`src/rtl/sgm_pkg.sv`:
```
// Shared definitions for the block-matching disparity path.
//   SGM_DISP_W / SGM_SAD_W / SGM_XW : default widths of disparity, SAD cost
//                                     and raster coordinates
//   sched_state_t                   : disparity-search scheduler states
//   min_upd()                       : running-minimum replace decision
package sgm_pkg;

    localparam int SGM_DISP_W = 4;
    localparam int SGM_SAD_W  = 10;
    localparam int SGM_XW     = 3;

    typedef enum logic [1:0] {
        IDLE,
        ISSUE,
        DRAIN,
        OUT
    } sched_state_t;

    // True when a returned cost should become the new best. The first
    // candidate always loads; afterwards only a strictly smaller cost wins,
    // so a tie keeps the lower disparity.
    function automatic logic min_upd(
        input logic                 first,
        input logic [SGM_SAD_W-1:0] cost,
        input logic [SGM_SAD_W-1:0] best
    );
        return first || (cost < best);
    endfunction

endpackage

```
`src/rtl/sad_disp_sched_raster_cnt.sv`:
```
// raster_cnt: raster x/y position of the next pixel to be handed off.
//   clk, rst   : clock, synchronous active-high reset
//   adv        : a pixel is handed off this cycle; step to the next position
//   x, y       : current raster position
//   frame_done : high in the cycle the last pixel of the frame is handed off
module raster_cnt
    import sgm_pkg::*;
#(
    parameter int FRAME_W = 8,
    parameter int FRAME_H = 8,
    parameter int XW      = SGM_XW
) (
    input  logic          clk,
    input  logic          rst,
    input  logic          adv,
    output logic [XW-1:0] x,
    output logic [XW-1:0] y,
    output logic          frame_done
);

    localparam logic [XW-1:0] X_LAST = XW'(FRAME_W - 1);
    localparam logic [XW-1:0] Y_LAST = XW'(FRAME_H - 1);

    always_ff @(posedge clk) begin
        if (rst) begin
            x <= '0;
            y <= '0;
        end else if (adv) begin
            if (x == X_LAST) begin
                x <= '0;
                y <= (y == Y_LAST) ? '0 : y + XW'(1);
            end else begin
                x <= x + XW'(1);
            end
        end
    end

    assign frame_done = adv && (x == X_LAST) && (y == Y_LAST);

endmodule

```
`src/rtl/sad_disp_sched.sv`:
```
// sad_disp_sched: per-pixel disparity search scheduler.
// For each accepted pixel, issues one SAD request per candidate disparity
// (limited by the left border and MAX_DISP), tracks the running minimum of
// the returned costs and presents the winner with its coordinates.
//   clk, rst                  : clock, synchronous active-high reset
//   pix_vld / pix_rdy         : next raster pixel window ready / accept
//   sad_req, sad_disp         : SAD request and its candidate disparity
//   sad_vld, sad_cost         : SAD result, returned in issue order
//   disp_vld / disp_rdy       : result handshake, result held until accepted
//   disp, disp_cost           : winning disparity and its cost
//   disp_x, disp_y            : coordinates of the result pixel
//   frame_done                : pulse on handoff of the last pixel of a frame
//   err                       : sticky, SAD result with nothing outstanding
//
// state | meaning
// IDLE  | waiting for a pixel, pix_rdy high
// ISSUE | one SAD request per cycle, d = 0 .. N-1
// DRAIN | all requests issued, waiting for the remaining results
// OUT   | result presented, waiting for disp_rdy
module sad_disp_sched
    import sgm_pkg::*;
#(
    parameter int MAX_DISP = 16,
    parameter int DISP_W   = SGM_DISP_W,
    parameter int SAD_W    = SGM_SAD_W,
    parameter int FRAME_W  = 8,
    parameter int FRAME_H  = 8,
    parameter int XW       = SGM_XW
) (
    input  logic              clk,
    input  logic              rst,
    input  logic              pix_vld,
    output logic              pix_rdy,
    output logic              sad_req,
    output logic [DISP_W-1:0] sad_disp,
    input  logic              sad_vld,
    input  logic [SAD_W-1:0]  sad_cost,
    output logic              disp_vld,
    input  logic              disp_rdy,
    output logic [DISP_W-1:0] disp,
    output logic [SAD_W-1:0]  disp_cost,
    output logic [XW-1:0]     disp_x,
    output logic [XW-1:0]     disp_y,
    output logic              frame_done,
    output logic              err
);

    // Return counter runs 0..N with N up to 2^DISP_W, hence one extra bit.
    localparam int CW = DISP_W + 1;
    localparam logic [DISP_W-1:0] MAX_D = DISP_W'(MAX_DISP - 1);

    sched_state_t      state, state_nxt;
    logic [DISP_W-1:0] d;
    logic [DISP_W-1:0] last_d;     // N-1, fits DISP_W even when N = 2^DISP_W
    logic [DISP_W-1:0] best_disp;
    logic [SAD_W-1:0]  best_cost;
    logic [CW-1:0]     r;
    logic [CW-1:0]     n_cnt;
    logic [XW-1:0]     x, y;
    logic [XW-1:0]     pix_x, pix_y;
    logic              accept;
    logic              handoff;
    logic              searching;
    logic              sad_ok;
    logic              all_back;

    assign accept    = (state == IDLE) && pix_vld;
    assign handoff   = (state == OUT) && disp_rdy;
    assign searching = (state == ISSUE) || (state == DRAIN);
    assign n_cnt     = {1'b0, last_d} + CW'(1);
    assign sad_ok    = sad_vld && searching && (r != n_cnt);
    // The final result is recognised in the cycle it arrives so the winner
    // is presented on the very next cycle, even when it overlaps the last
    // request.
    assign all_back  = sad_ok && ((r + CW'(1)) == n_cnt);

    always_comb begin
        state_nxt = state;
        case (state)
            IDLE:    if (pix_vld) state_nxt = ISSUE;
            ISSUE:   if (d == last_d) state_nxt = all_back ? OUT : DRAIN;
            DRAIN:   if (all_back) state_nxt = OUT;
            OUT:     if (disp_rdy) state_nxt = IDLE;
            default: state_nxt = IDLE;
        endcase
    end

    always_ff @(posedge clk) begin
        if (rst) begin
            state     <= IDLE;
            d         <= '0;
            last_d    <= '0;
            r         <= '0;
            best_disp <= '0;
            best_cost <= '0;
            pix_x     <= '0;
            pix_y     <= '0;
            err       <= 1'b0;
        end else begin
            state <= state_nxt;
            if (accept) begin
                // Left border: no candidate may reach past column 0.
                last_d <= (int'(x) >= MAX_DISP - 1) ? MAX_D : DISP_W'(x);
                d      <= '0;
                r      <= '0;
                pix_x  <= x;
                pix_y  <= y;
            end
            if (state == ISSUE) begin
                d <= d + DISP_W'(1);
            end
            if (sad_ok) begin
                r <= r + CW'(1);
                if (min_upd(r == '0, sad_cost, best_cost)) begin
                    best_cost <= sad_cost;
                    best_disp <= r[DISP_W-1:0];
                end
            end
            if (sad_vld && !sad_ok) begin
                err <= 1'b1;
            end
        end
    end

    raster_cnt #(
        .FRAME_W (FRAME_W),
        .FRAME_H (FRAME_H),
        .XW      (XW)
    ) u_raster (
        .clk        (clk),
        .rst        (rst),
        .adv        (handoff),
        .x          (x),
        .y          (y),
        .frame_done (frame_done)
    );

    assign pix_rdy   = (state == IDLE);
    assign sad_req   = (state == ISSUE);
    assign sad_disp  = sad_req ? d : '0;
    assign disp_vld  = (state == OUT);
    assign disp      = best_disp;
    assign disp_cost = best_cost;
    assign disp_x    = pix_x;
    assign disp_y    = pix_y;

endmodule

```
`config.mk`:
```
export PLATFORM = sky130hd
export DESIGN_NAME = sad_disp_sched
export DESIGN_NICKNAME = d
export VERILOG_FILES = /design/src/rtl/sgm_pkg.sv /design/src/rtl/sad_disp_sched_raster_cnt.sv /design/src/rtl/sad_disp_sched.sv
export SDC_FILE = /design/constraint.sdc
export NUM_CORES = 1
export LEC_CHECK = 0
export BUFFER_PORTS_ARGS = -buffer_cell sky130_fd_sc_hd__clkbuf_2
export CORE_UTILIZATION = 49
export DETAILED_ROUTE_END_ITERATION = 8
export HOLD_SLACK_MARGIN = 0.1
export PLACE_DENSITY_LB_ADDON = 0.2
export SYNTH_ARGS = -nofsm -noshare
export SYNTH_HDL_FRONTEND = slang
export SYNTH_SLANG_ARGS = --single-unit
```
`constraint.sdc`:
```
create_clock -name clk -period 2.07 [get_ports clk]
set_input_delay 0.3105 -clock clk [delete_from_list [all_inputs] [get_ports clk]]
set_output_delay 0.3105 -clock clk [all_outputs]
set_load 0.1 [all_outputs]
```
-- After elaboration in Yosys (flattened, before gate mapping)
Index checks and enable logic that the tools add are counted.
- bits in registers: 38
- bits of input ports: 15
- output and inout port bits: 29
- logic and storage cells: 59
- $add $sub $neg: 5
- order comparisons: 1
- equality and inequality tests: 12
- mux-type cells: 13
- reductions and logical operators: 18
- operator list (operator ; number):
    two-way mux 4 bit ; 3
    < comparator 10 bit ; 1
    two-way mux 5 bit ; 2
    logical AND 1 bit ; 8
    two-way mux 2 bit ; 4
    case mux 2 bit (4 select lines) ; 1
    adder 3 x 1 -> 3 bit, second input constant ; 2
    == test 3 bit, second input constant ; 2
    two-way mux 3 bit ; 2
    adder 5 x 1 -> 5 bit, second input constant ; 1
    == test 5 x 4 -> 1 bit ; 1
    zero test 5 bit ; 1
    inequality test 5 x 4 -> 1 bit ; 1
    adder 3 x 1 -> 4 bit, second input constant ; 1
    adder 4 x 1 -> 4 bit, second input constant ; 1
    == test 2 bit, second input constant ; 2
    == test 4 x 3 -> 1 bit ; 1
    inequality test 2 x 1 -> 1 bit, second input constant ; 2
    inequality test 2 bit, second input constant ; 2
    AND reduction 2 bit ; 2
    AND reduction 4 bit ; 1
    nonzero test 2 bit ; 2
    == test 2 x 1 -> 1 bit, second input constant ; 1
    zero test 2 bit ; 1
    other kinds (3) ; 4

-- Longest topological paths before layout
- depth in word-level cells: 8
- mapped depth: 11
- gate-level depth less buffers: 9

-- Cells and area by module
A second synthesis with hierarchy kept.
- cells, all modules: 267
- area, all modules: 2324.7 um^2
- modules (own cells, without submodules) (module ; times used ; cells each ; area an instance (um^2) ; seq. area each (um^2)):
    sad_disp_sched ; 1 ; 239 ; 2015.7 ; 640.6
    raster_cnt ; 1 ; 28 ; 309.0 ; 120.1

-- Worst setup path before layout
Ideal clock, no wire load.
- kind: flip-flop to output port
- from: register state[1]
- to: output frame_done
- arrival: 2.951 ns
- data required time: 1.760 ns
- slack: -1.192 ns
- cell stages (with the launch flop): 4
- path buffers: 0
- cells stage by stage: dfxtp_1 ha_1 nand3_1 nor2_1
- cells in the longest elaborated chain, start to end: 4
- RTL lines (element ; RTL line ; source):
    start, declared ; sad_disp_sched.sv:52 ; sched_state_t state, state_nxt;
    start signal, assigned ; sad_disp_sched.sv:100 ; state <= state_nxt;
    == test 2 bit ; -- ;
    net disp_vld ; sad_disp_sched.sv:38 ; output logic disp_vld,
    logical AND 1 bit ; sad_disp_sched.sv:68 ; assign handoff = (state == OUT) && disp_rdy;
    logical AND 1 bit (2 in a row) ; sad_disp_sched_raster_cnt.sv:38 ; assign frame_done = adv && (x == X_LAST) && (y == Y_LAST);
    end, declared ; sad_disp_sched.sv:44 ; output logic frame_done,
The timed path passes the listed nets, and every way through them passes these cells.

-- Worst setup path after layout
- from: register last_d[0]
- to: register state[0]
- cells in the longest elaborated chain, start to end: 7
- elaborated cells on any way between the ends: 12
- those cells by class: add/sub: 1; eq/ne: 5; mux: 3; reduce/logical: 3
- RTL lines (element ; RTL line ; source):
    start, declared ; sad_disp_sched.sv:54 ; logic [DISP_W-1:0] last_d;
    start signal, assigned ; sad_disp_sched.sv:103 ; last_d <= (int'(x) >= MAX_DISP - 1) ? MAX_D : DISP_W'(x);
    adder 3 x 1 -> 4 bit ; sad_disp_sched.sv:70 ; assign n_cnt = {1'b0, last_d} + CW'(1);
    inequality test 5 x 4 -> 1 bit ; sad_disp_sched.sv:71 ; assign sad_ok = sad_vld && searching && (r != n_cnt);
    logical AND 1 bit ; sad_disp_sched.sv:71 ;
    logical AND 1 bit ; sad_disp_sched.sv:75 ; assign all_back = sad_ok && ((r + CW'(1)) == n_cnt);
    two-way mux 1 bit ; sad_disp_sched.sv:81 ; ISSUE: if (d == last_d) state_nxt = all_back ? OUT : DRAIN;
    two-way mux 2 bit ; sad_disp_sched.sv:81 ;
    case mux 2 bit (4 select lines) ; sad_disp_sched.sv:79 ; case (state)
Parallel ways exist; a longest one is shown, timed or not. The select of a mux whose other input is x is not followed.
A chain may end at the register's enable or synchronous reset.

==> metrics.md <==
| Metric | Value |
|---|---|
| Initial Util | 50.95% |
| Vertical extent of the die | 66.50 microns |
| Hold Worst Slack | 0.2717 ns |
| Count of routing violations after the opening detailed-route iteration | 58 |
| Required time reported for the critical path endpoint | 2.27 ns |
| Number of warning messages in the yosys log | 0 |
| Leak | ~0.0013 uW |
| Final Hold Vio Count | 0 |
| Num Clock Sinks | 38 |
| Clk slew on worst S/H paths | 0.07 ns |
| Wire length of the first global-routing pass | 7024 microns |
| Filler-free cell count of the finished design | 348 |
| CTS hold repair buffers | 0 |
| Initial antenna violation count | 0 |
| Cell chosen for the clock root | clkbuf_8 |
| Total Routed Length | 4493 microns |
| Critical Path Fanout Max | 3 |
| Placement-stage cell area | between 2000 and 3000 sq um |
| Violations in the final reports | setup timing |
| Diodes inserted | 0 |
| Fraction of layout cells with a size suffix above 1 | 35.57% |
| Antenna-violating nets left | 0 |
| Vias in the first global route | approximately 1,600 |
| Top Ports | 44 |
| Slew @ Worst Pin | roughly 0.81 ns |
| H-Tree Depth | 2 |
| Summed area of non-filler cells in the final layout | between 2000 and 3000 sq um |
| Startpoint kind of the worst setup timing path | register |
| Total DRC errors in the routed layout | 0 |
| Power after layout | about 3400 uW |
| Final number of max-transition violations | 0 |
| Share of synthesized area occupied by flip-flops and latches | approximately 37% |
| Syn Std Cell Area | 2038 sq um |
| Die Area | around 4400 sq um |
| Primary flip-flop cell chosen by synthesis mapping | dfxtp_1 |
| Net count of the mapped netlist | around 270 |
| Number of core rows | 23 |
| Final setup skew | 0.003160 ns |
| GRT Util Overall | about a fifth |
| Async set-or-reset flop fraction in the synthesized netlist | 0% |
| Post-Place Worst Slack | -0.1157 ns |
| EDFF count, synth | 0 |
| Per-cell routed wire length | 12.91 microns |
| Number of max-capacitance violations reported | 0 |
| Total clock buffers created by CTS | 5 |
| Number of vias per cell after detailed routing | approximately 5.2 |
| Setup Viol. Count Final | 2 |
| Placeable Area | 4000 sq um |
| Final min period | 2.172 ns |
| Number of nets in the layout | approximately 330 |
| Number of synthesized register bits | 38 |
| Number of standard cells after synthesis | 236 |
| Die span in x | 66.50 microns |
| DR vias | around 1,800 |
| Setup repair after global routing missed its margin | true |
| Leftover overflow at the end of global routing | 0 |
| Later-pin clock latency in the skew report | 0.29 ns |
| Min-Delay Path Class | in -> reg |
| Number of port buffers | 43 |
| TritonRoute pass-1 iters | 4 |
| Layout fillers | about 340 |
| Worst-case setup margin in the final layout | -0.1023 ns |
| Status | finished with violations |
| Critical path endpoint category | register |
| # placed instances | approximately 340 |
| Power density relative to cell area | ~1200 nW/um^2 |
| Cell variety after synth | 35 |
| Crit path arrival time | 2.37 ns |
| Maximum clock frequency | 460.3 MHz |
| Final GP Congestion | 0.8088 |
| Fraction of the cycle the final worst path needs | 104.9% |
| Maximum number of pins on one net before global-route repair | 39 |
| Normalized max-slew margin | 46.13% |
| Placed wire-length estimate | 3163 microns |
| Path type of the worst setup path | reg -> reg |
| TritonCTS clock tree | done |
| Worst-case clock buffer depth | 2 |
| Max VDD drop | ~0.55 mV |
| Avg Inst Size Synth | 8.636 sq um |
| Relative area change from synthesis to final layout | 33.33% |
| Area of all sequential standard cells | between 800 and 900 sq um |
| Multi-input gate area | approximately 1300 sq um |
worst max-delay path, cell delays in order, from the launching register on:
cell and delay, ns:
dfxtp_4 0.35, ha_4 0.26, xor2_1 0.15, nor3_1 0.07
a31o_1 0.23, or4_4 0.51, a21oi_4 0.20, o21ai_2 0.08
a221oi_2 0.23
sequential cells by signal (all words and copies together), names as in the netlist:
signal / cells
d: 4
u_raster.x: 3
disp_cost: 10
disp: 4
err: 1
u_raster.y: 3
disp_y: 3
state: 2
last_d: 3
r: 5
cells by family after synthesis:
kind of cell	share of synthesized area, %
adders and majority gates	12.89
buffers and inverters	5.217
DFF	37.32
AOI/OAI and AO/OA	11.85
and+or+nand+nor	17.68
muxes	9.883
xor gates and xnor gates	5.156
cell type report:
type / count / area share, %
repair buffers: 64 / 16.11
multi-input cells: 170 / 46.04
clock inverters: 1 / 0.1842
clock buffers: 7 / 3.177
inverters: 18 / 2.486
well taps: 50 / 2.302
flip-flops and latches: 38 / 29.70
cells in the mapped netlist, drive strengths merged (2+ instances only):
cell type | n | area, sq um
dfxtp | 38 | 760.7
nor2 | 33 | 123.9
ha | 21 | 262.8
nand2 | 21 | 78.83
mux2i | 19 | 190.2
a21oi | 18 | 101.4
inv | 18 | 67.56
clkbuf | 9 | 33.78
xor2 | 8 | 70.07
nand3 | 7 | 35.03
nor3 | 6 | 30.03
and2 | 5 | 31.28
o21ai | 5 | 25.02
xnor2 | 4 | 35.03
a31oi | 3 | 18.77
a21o | 2 | 15.01
nand2b | 2 | 12.51
nor3b | 2 | 15.01
final timing paths:
path | from | endpoint | slack [ns] | depth (start not counted)
min | sad_cost[4] | disp_cost[4] | 0.27 | 3
min reg2reg | disp_y[2] | disp_y[2] | 0.47 | 2
max | last_d[0] | state[0] | -0.10 | 8
max reg2reg | last_d[0] | state[0] | -0.10 | 8
power breakdown:
group | internal, uW | switching (uW) | total (uW)
combinational | 703 | 1250 | 1950
clock | 269 | 258 | 526
sequential | 839 | 71.1 | 910
per-stage QoR:
stage          setup TNS, ns  utilization [%]
3_5_place_dp         -0.1988            62.97
3_3_place_gp        -0.06669            62.97
4_1_cts              -0.1307            65.31
2_1_floorplan        -0.5277                -
5_1_grt              -0.9478            67.94
6_report             -0.1879            67.94
per-layer routing:
| layer | GRT usage [%] | share of wire [%] | vias up |
|---|---|---|---|
| met4 | 7.979 | 1.5 | 0 |
| li1 | - | - | 922 |
| met3 | 5.651 | 3.1 | 6 |
| met5 | 0 | 0 | - |
| met2 | 37.24 | 48 | 35 |
| met1 | 24.79 | 47 | 856 |
placed cells by master (no fill, tap or decap), drive strengths merged:
master	count
a211o	1
a211oi	1
a21o	2
a21oi	18
a221oi	1
a31o	1
a31oi	3
a41oi	1
and2	5
and3	1
buf	21
clkbuf	50
clkinv	1
dfxtp	38
ha	21
inv	18
mux2	1
mux2i	19
nand2	21
nand2b	2
nand3	7
nand3b	1
nor2	33
nor3	6
nor3b	2
nor4b	1
o211ai	1
o21a	1
o21ai	5
o221ai	1
o41ai	1
or4	1
xnor2	4
xor2	8
timing repair:
| action | in CTS | in global routing |
|---|---|---|
| resized for setup | 2 | 7 |
| hold endpoints to repair | 0 | 0 |
| gates cloned | 0 | 1 |
| setup endpoints to repair | 2 | 15 |
| buffers inserted | 0 | 4 |
| pin swaps | 1 | 3 |
(Power assumes the default switching activity.)
